`src/rtl/serial_sub_pkg.sv`:
```
// Shared types and sizing helpers for the serial subtractor.
// Optional signed-overflow output is enabled by defining SERIAL_SUB_OVF_EN.
package serial_sub_pkg;

  localparam int DEFAULT_WIDTH = 64;
  localparam int DEFAULT_CHUNK = 8;

  typedef enum logic [1:0] {
    IDLE = 2'd0,
    CALC = 2'd1,
    DONE = 2'd2
  } state_e;

  // A single-chunk build still needs a one-bit counter.
  function automatic int cnt_width(input int width, input int chunk);
    int n;
    n = width / chunk;
    return (n <= 1) ? 1 : $clog2(n);
  endfunction

endpackage

```
`src/rtl/serial_subtractor_sub_chunk.sv`:
```
// Combinational CHUNK-bit subtract slice: d_c = a_c - b_c - borrow_i.
// Implemented as a_c + ~b_c + ~borrow_i, with borrow out being the inverted carry.
module sub_chunk #(
  parameter int CHUNK = 8
) (
  input  logic [CHUNK-1:0] a_c,
  input  logic [CHUNK-1:0] b_c,
  input  logic             borrow_i,
  output logic [CHUNK-1:0] d_c,
  output logic             borrow_o
);

  logic [CHUNK:0] w_sum;

  assign w_sum    = {1'b0, a_c} + {1'b0, ~b_c} + {{CHUNK{1'b0}}, ~borrow_i};
  assign d_c      = w_sum[CHUNK-1:0];
  assign borrow_o = ~w_sum[CHUNK];

endmodule

```
`src/rtl/serial_subtractor.sv`:
```
// Multi-cycle WIDTH-bit subtractor, CHUNK bits per clock, LSB chunk first.
// Define SERIAL_SUB_OVF_EN to add the registered signed-overflow output ovf.
module serial_subtractor
  import serial_sub_pkg::*;
#(
  parameter int WIDTH = DEFAULT_WIDTH,
  parameter int CHUNK = DEFAULT_CHUNK
) (
  input  logic             clk,
  input  logic             rst_n,
  input  logic             start_valid,
  output logic             start_ready,
  input  logic [WIDTH-1:0] a,
  input  logic [WIDTH-1:0] b,
  input  logic             b_in,
  output logic             res_valid,
  input  logic             res_ready,
  output logic [WIDTH-1:0] d,
  output logic             b_out,
  output logic             busy
`ifdef SERIAL_SUB_OVF_EN
  ,
  output logic             ovf
`endif
);

  localparam int NCHUNK = WIDTH / CHUNK;
  localparam int CNT_W  = cnt_width(WIDTH, CHUNK);

  if (CHUNK < 1 || (WIDTH % CHUNK) != 0) begin : g_bad_chunk
    $error("serial_subtractor: CHUNK must divide WIDTH");
  end

  state_e             r_state;
  logic [CNT_W-1:0]   r_cnt;
  logic               r_borrow;
  logic [WIDTH-1:0]   r_a;
  logic [WIDTH-1:0]   r_b;
  logic [WIDTH-1:0]   r_d;
  logic [CHUNK-1:0]   w_a_c;
  logic [CHUNK-1:0]   w_b_c;
  logic [CHUNK-1:0]   w_d_c;
  logic               w_borrow_o;
  logic               w_last;
  logic               w_accept;
  int                 w_lsb;

  assign w_lsb    = int'(r_cnt) * CHUNK;
  assign w_a_c    = r_a[w_lsb +: CHUNK];
  assign w_b_c    = r_b[w_lsb +: CHUNK];
  assign w_last   = (r_cnt == CNT_W'(NCHUNK - 1));
  assign w_accept = (r_state == IDLE) && start_valid;

  sub_chunk #(.CHUNK(CHUNK)) u_sub_chunk (
    .a_c      (w_a_c),
    .b_c      (w_b_c),
    .borrow_i (r_borrow),
    .d_c      (w_d_c),
    .borrow_o (w_borrow_o)
  );

  // NOTE: operand registers carry no reset; they are always loaded on acceptance before being read.
  always_ff @(posedge clk) begin
    if (w_accept) begin
      r_a <= a;
      r_b <= b;
    end
  end

  // NOTE: all state updates use <= so every register samples pre-edge values of its peers.
  always_ff @(posedge clk) begin
    if (!rst_n) begin
      r_state  <= IDLE;
      r_cnt    <= '0;
      r_borrow <= 1'b0;
      r_d      <= '0;
    end else begin
      case (r_state)
        IDLE: if (start_valid) begin
          r_cnt    <= '0;
          r_borrow <= b_in;
          r_state  <= CALC;
        end
        CALC: begin
          r_d[w_lsb +: CHUNK] <= w_d_c;
          r_borrow            <= w_borrow_o;
          r_cnt               <= r_cnt + 1'b1;
          if (w_last) r_state <= DONE;
        end
        DONE: if (res_ready) r_state <= IDLE;
        default: r_state <= IDLE;
      endcase
    end
  end

`ifdef SERIAL_SUB_OVF_EN
  logic r_ovf;

  // Sign of D is only known once the top chunk is produced.
  always_ff @(posedge clk) begin
    if (!rst_n) begin
      r_ovf <= 1'b0;
    end else if (r_state == CALC && w_last) begin
      r_ovf <= (r_a[WIDTH-1] != r_b[WIDTH-1]) && (w_d_c[CHUNK-1] != r_a[WIDTH-1]);
    end
  end

  assign ovf = r_ovf;
`endif

  assign start_ready = (r_state == IDLE);
  assign res_valid   = (r_state == DONE);
  assign busy        = (r_state != IDLE);
  assign d           = r_d;
  assign b_out       = (r_state == DONE) && r_borrow;

endmodule

```
`config.mk`:
```
export PLATFORM = sky130hd
export DESIGN_NAME = serial_subtractor
export DESIGN_NICKNAME = d
export VERILOG_FILES = /design/src/rtl/serial_sub_pkg.sv /design/src/rtl/serial_subtractor_sub_chunk.sv /design/src/rtl/serial_subtractor.sv
export SDC_FILE = /design/constraint.sdc
export NUM_CORES = 1
export LEC_CHECK = 0
export CORE_MARGIN = 5
export CORE_UTILIZATION = 50
export DETAILED_ROUTE_END_ITERATION = 7
export PLACE_DENSITY = 0.9
export SYNTH_ARGS = -nofsm -noshare
export SYNTH_HDL_FRONTEND = slang
export SYNTH_SLANG_ARGS = --single-unit
```
`constraint.sdc`:
```
create_clock -name clk -period 12.4 [get_ports clk]
set_clock_uncertainty 0.2 [all_clocks]
set_input_delay 2.48 -clock clk [delete_from_list [all_inputs] [get_ports clk]]
set_output_delay 2.48 -clock clk [all_outputs]
set_load 0.01 [all_outputs]
```
==> results.txt, run 1 <==
* Cell taking the most area after synthesis: edfxtp_1
- After clock tree synthesis, the repair step resized 0 gates.
- STA classifies the critical path endpoint as a flip-flop.
* Min Tclk post-route: 4.67 ns
- Synth area leaders: edfxtp_1 49%, dfxtp_1 18%, mux4_2 9.2%
- Final setup fails: 0
* Overflow left after global routing: 0
- The startpoint identified for the worst hold timing path is d[15].
- Total die area: 18,400 µm²
- Maximum VDD drop: 0.0898 mV
- In this design, the stage delay of the slowest critical-path cell is 0.86 ns.
* # nets final: 886
- The average instance in the mapped netlist occupies 14.6 µm².
* Slack of the critical path: 7.73 ns
* Synthesized area: 7880 µm²
- Setup total negative slack on the finished layout was measured at 0 ns.
- Yosys printed 0 warnings.
- Core outline area: 15,300 µm²
- In the global route stage, overall resource usage came out at 0.205.
* Worst flop-to-flop path endpoint: d[55]
* Half-perimeter wire length after detailed placement: 13,600 µm
* Clock group share of total power: 0.345
* End of the worst hold path: d[15]
* Die outline width: 136 µm
- The initial antenna violation count was 0.
- Antenna diodes: 0
- Clock tree root driver cell: clkbuf_16
* FF-to-FF setup slack: 8.25 ns
- The min-delay analysis places its worst path in the category flip-flop to flip-flop.
- Vias in the first global route: 5,469
- Die Ht: 136 µm
- CTS tree: built
- Summed over all cells, the static leakage comes to 3.67 nW.
* Last weighted congestion value of the routability-driven placer: 0.870
- For this run, the register share of the synthesized area comes to 0.666.
- Setup repair after global routing left no endpoint under its margin.
- Number of buffers and inverters on the critical path: 3
- The internal power of the cells totals 0.00108 W.
- Post-Route Hold Slack: 0.277 ns
- Of the total power, combinational logic draws 0.128.
- Counting the fill cells in the layout gives 1,043.
- After clock tree synthesis, the clock-pin slew on the worst setup and hold paths is 0.07 ns.
- Counting along the longest clock path gives a buffer depth of 2.
- The initial utilization of the core area, before any placement, comes to 0.514.
- Power per cell area: 134 nW/µm²
- CP startpoint kind: primary input
- In this run the power spent charging and discharging nets is 0.000337 W.
- Worst Setup SP: start_valid
* Worst slew pin tran: 1.16 ns
- Via density: 5.41
* Antenna-violating nets left: 0
- The library cell used most frequently in the layout, excluding fill and tap cells, is clkdlybuf4s50_1.
- In the synthesized netlist the dominant register cell turns out to be edfxtp_1.
- Timing analysis after detailed placement gives a worst setup slack of 7.30 ns.
- For this design the top-level I/O count stands at 201.
- I/O Buffers: 200
* Violation count after the first detailed-route iteration: 398
- Derived from the worst setup path, the maximum achievable clock frequency is 0.214 GHz.
* Setup Fix Bufs, Post-CTS: 0
- Measured against its own limit, the worst slew margin works out to 0.229.
- Average wire per standard cell: 19.1 µm
- Required time worst endpoint: 12.25 ns
- In this run, distinct cell masters in the synthesized netlist total 53.
- The startpoint identified for the worst register-to-register timing path is r_cnt[0].
- TritonCTS created 17 clock buffers.
- Hold-critical path depth: 2
- The number of cells on the worst reg-to-reg path is 10.
- After floorplanning, the core was divided into 45 placement rows.
* Wire length of the first global-routing pass: 28,300 µm
- Of the available clock period, the critical path in the final layout requires 0.376.
- The area growth from synthesis to layout is 34.3%.
- Counting flops with a built-in enable in the synthesized netlist gives 128.
- Biggest fanout along the worst timing path: 82
- Wirelength, routed: 18,500 µm
- Setup Crit Path Kind: primary input to flip-flop
- Of the post-synthesis cell area, the dominant cell type holds 0.488.
- Area used by multi-input combinational logic: 2500 µm²
- Of the total power, the share spent switching nets is 0.239.
* Clk sink count: 198
* Largest delay share family, worst path: buffers and inverters
- Result of the run: complete, no violations
* Number of H-tree levels: 4
- Pre-Repair DR Iteration Count: 5
- After technology mapping, the gate count stands at 539.
- Total of flip-flops plus latches after synthesis: 198
- Total of hold buffers inserted after clock tree synthesis: 0
- Layout cell share with drive strength beyond 1: 0.113
- The critical path goes through clkdlybuf4s50_1 -> nand2_1 -> inv_4 -> buf_4.
- Arrival time of data at the critical path endpoint: 4.52 ns
* Maximum number of pins on one net before global-route repair: 83
- Slowest library cell on the worst path: buf_4
- Across the whole layout, storage elements account for 5250 µm².
* Async set-or-reset flop fraction in the synthesized netlist: 0
- Placed Area: 10,100 µm²
- The share of total power dissipated in sequential elements is 0.527.
* Clock latency on the worst-skew pair: 0.43 ns
- For this run, design rule violations remaining after detail routing come to 0.
- Number of endpoints with negative hold slack in the final report: 0
- Count of vias placed by the detailed router: 5,212
- The tool flagged a number of max-cap violations equal to 0.
- The library cells used most frequently in the layout, excluding fill and tap cells, are 199 x clkdlybuf4s50_1, 128 x edfxtp_1, 76 x nand2_1.
- Counting every net in the synthesized netlist gives 685.
- Total count of max-transition violations in the final report: 0
* Power Total: 0.00141 W
- The finished cells cover 10,600 µm².
## metal layers
layer / vias to the layer above / part of all wire / GRT usage
met4: 0 / 0.015 / 0.0622
met5: - / 0 / 0
li1: 2416 / - / -
met2: 236 / 0.51 / 0.355
met1: 2531 / 0.39 / 0.247
met3: 29 / 0.084 / 0.0605
## flip-flops by register name, indices dropped and copies added, names as in the netlist
signal	cells
r_cnt	3
r_state	2
r_a	64
r_borrow	1
r_b	64
d	64
## power by group through the flow
stage	Combinational [W]	Clock [W]	Sequential, W
after floorplan	0.0000952	0	0.000757
after global placement	0.000175	0	0.000756
after detailed placement	0.000180	0	0.000759
after CTS	0.000181	0.000495	0.000745
after global routing	0.000194	0.000526	0.000747
final	0.000181	0.000488	0.000745
## kinds of logic after synthesis
| family | after synthesis | share of synthesized area |
|---|---|---|
| AO/OA/AOI/OAI | 75 | 0.0637 |
| XOR/XNOR | 4 | 0.00445 |
| adder cells (fa/ha/maj) | 13 | 0.0226 |
| buffers and inverters | 31 | 0.0170 |
| flip-flops | 198 | 0.666 |
| multiplexers | 53 | 0.118 |
| AND/OR/NAND/NOR | 165 | 0.108 |
## synthesized netlist by cell type (2+ instances only)
library cell	number
buf_1	3
xnor2_1	2
a21oi_1	3
nor3_1	2
buf_2	5
inv_1	10
nor2_4	3
and2_1	10
nand3_1	20
nor2b_1	22
mux2i_1	21
nand2b_1	4
o21a_1	2
nand4_2	3
a21boi_0	14
dfxtp_1	70
nand2_1	76
nor2_1	11
clkbuf_1	9
edfxtp_1	128
or2_2	3
a22oi_1	2
buf_4	3
mux4_2	32
o22ai_1	15
ha_1	11
a21o_1	2
fa_1	2
a31oi_1	2
o21ai_0	25
xor2_1	2
## area by class of cell
cell class,count,share of cell area
timing repair buffer,202,0.190
sequential,198,0.496
clock buffer,20,0.0413
clock inverter,12,0.00757
tap,211,0.0249
inverter,11,0.00414
multi-input combinational,310,0.236
## through the flow
stage,instances,utilization
after CTS,964,0.691
after floorplan,539,-
final,964,0.691
after global routing,964,0.691
after global placement,932,0.657
after detailed placement,932,0.657
## how the worst max path moves through the flow
stage | endpoint | slack [ns] | cells past startpoint
after floorplan | r_a[0] | 6.69 | 2
after global placement | r_b[1] | 7.38 | 4
after detailed placement | r_b[36] | 7.30 | 4
after CTS | r_b[7] | 7.76 | 4
after global routing | r_b[10] | 7.63 | 4
final | r_b[63] | 7.73 | 4
## worst min-delay path, stage by stage, from the launching register on
cell and delay (ns):
dfxtp_1 0.31, nand2_1 0.05, o22ai_1 0.06
No activity file was read; power rests on OpenSTA's default activity.
==> run 2, diff against run 1 <==
--- a/config.mk
+++ b/config.mk
@@ -6,9 +6,9 @@
 export NUM_CORES = 1
 export LEC_CHECK = 0
 export CORE_MARGIN = 5
-export CORE_UTILIZATION = 50
+export CORE_UTILIZATION = 44
 export DETAILED_ROUTE_END_ITERATION = 7
-export PLACE_DENSITY = 0.9
+export PLACE_DENSITY = 0.85
 export SYNTH_ARGS = -nofsm -noshare
 export SYNTH_HDL_FRONTEND = slang
 export SYNTH_SLANG_ARGS = --single-unit
==> constraint.sdc (replaced) <==
create_clock -name clk -period 3.9 [get_ports clk]
set_clock_uncertainty 0.2 [all_clocks]
set_input_delay 0.78 -clock clk [delete_from_list [all_inputs] [get_ports clk]]
set_output_delay 0.78 -clock clk [all_outputs]
set_load 0.01 [all_outputs]
==> run 2 against run 1 <==
Worst setup slack got worse by 7.4 ns. Combinational power increased to 3.4 times the previous value. Global-route usage decreased by 2.2 points. Die area increased by 13%. Clock power increased to 3.7 times the previous value. First-iteration DRC count decreased by 17%. Sequential cell count unchanged. Clock-buffer cell count decreased by 3.
==> results.txt, run 2 (synthesis results as in run 1) <==
- The worst path needs 3.58 ns of the cycle, external delays included.
* Die outline width: 144 µm
- Along the worst hold path, the cell count comes to 2.
- For this configuration, the core starts out at a cell density of 0.443.
- In this run the power density over the cells is 441 nW/µm².
* Arrival time of data at the critical path endpoint: 3.68 ns
- # nets final: 898
* Leak: 3.77 nW
- CP startpoint kind: flip-flop
- The run finished with clean final reports.
* Clock buffers created by TritonCTS: 17
- Setup Crit Path Kind: flip-flop to flip-flop
* Count of vias placed by the detailed router: 5,145
* CTS tree: built
- The longest clock path from root to sink contains 2 buffers.
* Wirelength, routed: 18,500 µm
* Worst min path class: flip-flop to flip-flop
* Number of H-tree levels: 4
- FF-to-FF setup slack: 0.32 ns
* Commonest cells after routing, fill and taps aside: 199 x clkdlybuf4s50_1, 128 x edfxtp_1, 76 x nand2_1
- Placed Area: 10,200 µm²
- Core outline area: 17,800 µm²
- For this run, design rule violations remaining after detail routing come to 0.
* Last weighted congestion value of the routability-driven placer: 0.831
* Maxcap violations: 0
- Via density: 5.18
- Number of inserted filler cells in the final layout: 1,352
* Wire length of the first global-routing pass: 28,300 µm
- The multi-input combinational cells in the finished layout cover a total of 2500 µm².
* Pre-Repair DR Iteration Count: 4
- Post-Place Cells: 962
- Number of top-level pins: 201
- The worst setup path is captured at a flip-flop.
- Reg clk slew, reported paths: 0.07 ns
* I/O Buffers: 200
- Dividing the detail-routed wire length by the instance count gives 18.6 µm.
- Layout Area Growth over Synthesis: 37.4%
* Fin cells: 994
* Worst flop-to-flop path endpoint: d[6]
- In this run the tightest slew margin relative to its limit is 0.371.
* Std cell rows: 49
- Reg-to-reg critical path startpoint: r_cnt[0]
- Biggest fanout along the worst timing path: 15
- Buffers added to address setup during post-CTS repair amount to 0.
- Clk sink count: 198
- In this run, the number of DRC markers left after iteration 0 of detailed routing was 332.
* Fmax achieved: 0.280 GHz
- At the pin with the least slew margin, the transition time is 0.937 ns.
* Antenna diodes: 0
- For the worst-skew pair, the clock arrives at the later sink with an insertion delay of 0.44 ns.
- Final sum of negative setup slack: 0 ns
- Storage cell area: 5250 µm²
* Vias in the first global route: 5,353
- Entering global routing, the biggest net connects 77 pins.
- Startpoint of the most critical hold path: d[51]
- Setup repair after global routing left no endpoint under its margin.
- Total die area: 20,700 µm²
* Maximum VDD drop: 0.347 mV
- Of the available clock period, the critical path in the final layout requires 0.917.
- Leading cell type in the layout, fill and taps excluded: clkdlybuf4s50_1
- The initial antenna violation count is 0.
* Antenna-violating nets left: 0
* Total count of max-transition violations in the final report: 0
- Required time worst endpoint: 4.00 ns
- The number of cells on the worst reg-to-reg path is 11.
* Number of endpoints with negative hold slack in the final report: 0
* Layout cell share with drive strength beyond 1: 0.132
* Final instance area: 10,800 µm²
- The path with the worst hold slack has its endpoint at d[51].
- Overall track demand over capacity in global routing: 0.183
* Half-perimeter wire length after detailed placement: 13,600 µm
* Clock tree root driver cell: clkbuf_16
* Final setup fails: 0
- Die Ht: 144 µm
- Overflow left after global routing: 0
-- run 2: cell type report --
class / instances / area share
Clock buffer: 17 / 0.0393
Clock inverter: 15 / 0.0170
Inverter: 11 / 0.00416
Multi-Input combinational cell: 310 / 0.231
Sequential cell: 198 / 0.485
Tap cell: 229 / 0.0265
Timing Repair Buffer: 214 / 0.197
-- run 2: power breakdown --
part / total (W) / switching, W / internal, W / leakage (nW)
Combinational: 0.000607 / 0.000306 / 0.000301 / 1.70
Sequential: 0.00237 / 0.0000358 / 0.00233 / 1.79
Clock: 0.00180 / 0.000825 / 0.000973 / 0.291
Total: 0.00477 / 0.00117 / 0.00361 / 3.77
-- run 2: stage by stage --
| step | hold WS (ns) | setup WS [ns] | total power, W | util |
|---|---|---|---|---|
| floorplan | 0.285 | 0.507 | 0.00271 | - |
| global placement | 0.252 | 0.385 | 0.00300 | 0.574 |
| detailed placement | 0.263 | 0.170 | 0.00302 | 0.574 |
| CTS | 0.277 | 0.159 | 0.00480 | 0.608 |
| global route | 0.299 | 0.0962 | 0.00495 | 0.609 |
| finish | 0.273 | 0.325 | 0.00477 | 0.609 |
-- run 2: worst max-delay path, cell delays in order, from the launching register on --
cell and delay (ns):
dfxtp_4 0.50, buf_4 0.23, mux4_2 0.50, mux2i_1 0.23, fa_1 0.27, inv_1 0.06
fa_1 0.41, nor2b_1 0.18, o31a_1 0.30, o221ai_2 0.18, o311ai_4 0.19, o21ai_0 0.18
-- run 2: worst max path at each step --
| stage | startpoint | end | slack (ns) | cells past startpoint |
|---|---|---|---|---|
| final | r_cnt[0] | d[6] | 0.32 | 11 |
| after global routing | r_cnt[0] | d[14] | 0.1 | 11 |
| after CTS | r_cnt[0] | d[52] | 0.16 | 11 |
| after detailed placement | r_cnt[0] | d[52] | 0.17 | 11 |
| after global placement | r_cnt[0] | d[46] | 0.39 | 11 |
| after floorplan | r_cnt[0] | d[14] | 0.51 | 12 |
-- run 2: timing repair --
action	CTS	global route
hold buffers	0	0
gates resized for setup	0	2
endpoints found under the setup margin	0	11
-- run 2: routing by layer --
| metal | GRT usage | wire length (µm) | vias to the layer above |
|---|---|---|---|
| met5 | 0 | 0 | - |
| met4 | 0.0624 | 358 | 0 |
| met1 | 0.227 | 7400 | 2485 |
| met2 | 0.305 | 9290 | 194 |
| met3 | 0.0562 | 1460 | 31 |
| li1 | - | - | 2435 |
==> run 3, diff against run 2 <==
--- a/config.mk
+++ b/config.mk
@@ -5,10 +5,11 @@
 export SDC_FILE = /design/constraint.sdc
 export NUM_CORES = 1
 export LEC_CHECK = 0
+export CAP_MARGIN = 20
 export CORE_MARGIN = 5
 export CORE_UTILIZATION = 44
 export DETAILED_ROUTE_END_ITERATION = 7
-export PLACE_DENSITY = 0.85
+export PLACE_DENSITY_LB_ADDON = 0.15
 export SYNTH_ARGS = -nofsm -noshare
 export SYNTH_HDL_FRONTEND = slang
 export SYNTH_SLANG_ARGS = --single-unit
==> run 3 against run 2 <==
Via count fell by 0.33%. Sequential power barely moved. Global-route usage rose by 0.25 points. Final cell count fell by 0.30%. Worst hold slack got worse by 0.0074 ns. Critical path type unchanged. Critical endpoint unchanged. Highest routed layer unchanged.
==> results.txt, run 3 (synthesis results as in run 1) <==
- RSZ-0062 raised after global routing: no
- After clock tree synthesis, the clock-pin slew on the worst setup and hold paths is 0.07 ns.
* Worst slew pin tran: 0.721 ns
- Input and output buffers added on the ports amount to 200.
- Storage cell area: 5250 µm²
- For this design the ratio of total power to cell area is 449 nW/µm².
* Final setup fails: 0
- Max-cap violations in this run came to 0.
- The count of final hold-check violations was 0.
- For this block, the routed nets add up to 18,700 µm of wire.
- The first detailed-routing pass took 4 iterations.
- Slack of the critical path: 0.283 ns
- The number of cells on the worst reg-to-reg path is 9.
* Biggest fanout along the worst timing path: 20
- The via count of the first global-routing pass is 5,376.
- Overflow left after global routing: 0
* CTS tree: built
* Number of H-tree levels: 4
* Post-Place Cells: 959
* Std cell rows: 49
* Min Tclk post-route: 3.62 ns
- Commonest cells after routing, fill and taps aside: 199 x clkdlybuf4s50_1, 128 x edfxtp_1, 76 x nand2_1
* Total die area: 20,700 µm²
- The worst hold path belongs to the class flip-flop to flip-flop.
* Half-perimeter wire length after detailed placement: 13,800 µm
- For this design, the sink count on the clock tree is 198.
- STA classifies the critical path endpoint as a flip-flop.
- Leak: 3.79 nW
- After clock tree synthesis, the flow added hold-fix buffers numbering 0.
- Number of instances resized during post-cts repair: 0
* Initial antenna violation count: 0
- Layout Area Growth over Synthesis: 37.4%
- Slew headroom: 0.520
- Clock latency on the worst-skew pair: 0.43 ns
- The critical path is of the flip-flop to flip-flop type.
* Hold-critical path depth: 2
* Setup Fix Bufs, Post-CTS: 0
* Number of inserted filler cells in the final layout: 1,364
- For this design the top-level I/O count stands at 201.
* Fin cells: 991
* FF-to-FF setup slack: 0.28 ns
* Startpoint of the most critical hold path: d[0]
- Post-Place Worst Slack: 0.276 ns
- Antenna diodes: 0
- Period utilization: 0.927
- At the end of the flow, the number of nets in the layout was 895.
- The die is 144 µm wide.
* Worst flop-to-flop path endpoint: d[6]
- In this run the critical register-to-register path is launched from r_cnt[0].
- At the worst endpoint, the arrival time is 3.71 ns.
- The longest clock path from root to sink contains 2 buffers.
- For the worst setup path, the data required time is 4.00 ns.
- The multi-input combinational cells in the finished layout cover a total of 2500 µm².
- The tree is rooted in a clkbuf_16.
- Die Ht: 144 µm
* Initial standard-cell utilization of the core: 0.443
- The worst-case IR drop observed on VDD is 0.322 mV.
- Adding up every negative setup slack in the final design gives 0 ns.
* Overall track demand over capacity in global routing: 0.185
- Count of vias placed by the detailed router: 5,128
* Total count of max-transition violations in the final report: 0
- The first global-routing pass estimated 29,000 µm of wire.
* Via density: 5.17
- For this run, the top clock speed supported by timing is 0.276 GHz.
* CP startpoint kind: flip-flop
* Core outline area: 17,800 µm²
- The library cell used most frequently in the layout, excluding fill and tap cells, is clkdlybuf4s50_1.
* End of the worst hold path: d[0]
* Residual DRC: 0
* Average wire per standard cell: 18.9 µm
- The congestion estimate from routability-driven global placement came to 0.845.
- Entering global routing, the biggest net connects 57 pins.
- TritonCTS created 17 clock buffers.
* Result of the run: complete, no violations
* Violation count after the first detailed-route iteration: 301
- Of the cells placed in the final design, the portion with a size suffix greater than 1 is 0.127.
* Antenna-violating nets left: 0
-- run 3: cell count changes in the layout (fill, tap and decap cells not counted), sizes merged --
cell / previous run / this run
buf: 15 / 12
bufinv: 2 / 3
clkbuf: 17 / 23
clkinv: 3 / 2
clkinvlp: 4 / 1
inv: 17 / 14
-- run 3: critical path: stages (launching register included) --
cell and delay [ns]:
dfxtp_2 0.60, buf_4 0.45, mux4_2 0.54, nand2_1 0.08
nand2_1 0.07, ha_1 0.33, nor2b_1 0.17, o31a_1 0.32
o311ai_4 0.53, o21ai_0 0.19
-- run 3: worst max path at each step --
stage          cells past startpoint    end     start  slack, ns
2_1_floorplan                     12  d[14]  r_cnt[0]       0.51
3_3_place_gp                       9  d[46]  r_cnt[0]       0.37
3_5_place_dp                       9   d[6]  r_cnt[0]       0.28
4_1_cts                            9   d[6]  r_cnt[0]       0.26
5_1_grt                           11  d[44]  r_cnt[0]       0.07
6_report                           9   d[6]  r_cnt[0]       0.28
-- run 3: report_power, final --
part	leakage [nW]	internal, W	switching (W)	total, W
combinational	1.68	0.000296	0.000302	0.000598
clock	0.329	0.00113	0.000761	0.00189
sequential	1.78	0.00233	0.0000333	0.00237
total	3.79	0.00376	0.00110	0.00486
-- run 3: per-stage QoR --
step | hold WS, ns | area (µm²) | total power [W] | util
global placement | 0.254 | 10200 | 0.00300 | 0.572
floorplan | 0.285 | 7880 | 0.00271 | -
finish | 0.265 | 10800 | 0.00486 | 0.609
CTS | 0.269 | 10800 | 0.00490 | 0.609
global route | 0.293 | 10800 | 0.00504 | 0.609
detailed placement | 0.259 | 10200 | 0.00302 | 0.572
-- run 3: layout make-up --
cell class / instances / share of cell area
multi-input combinational: 310 / 0.231
timing repair buffer: 211 / 0.193
clock buffer: 23 / 0.0491
sequential: 198 / 0.485
clock inverter: 9 / 0.0112
inverter: 11 / 0.00416
tap: 229 / 0.0265
-- run 3: metal layers --
layer	track usage	routed length, µm	up-vias
li1	-	-	2434
met1	0.244	7930	2504
met2	0.308	9380	179
met3	0.0453	1210	11
met4	0.0525	178	0
met5	0	0	-
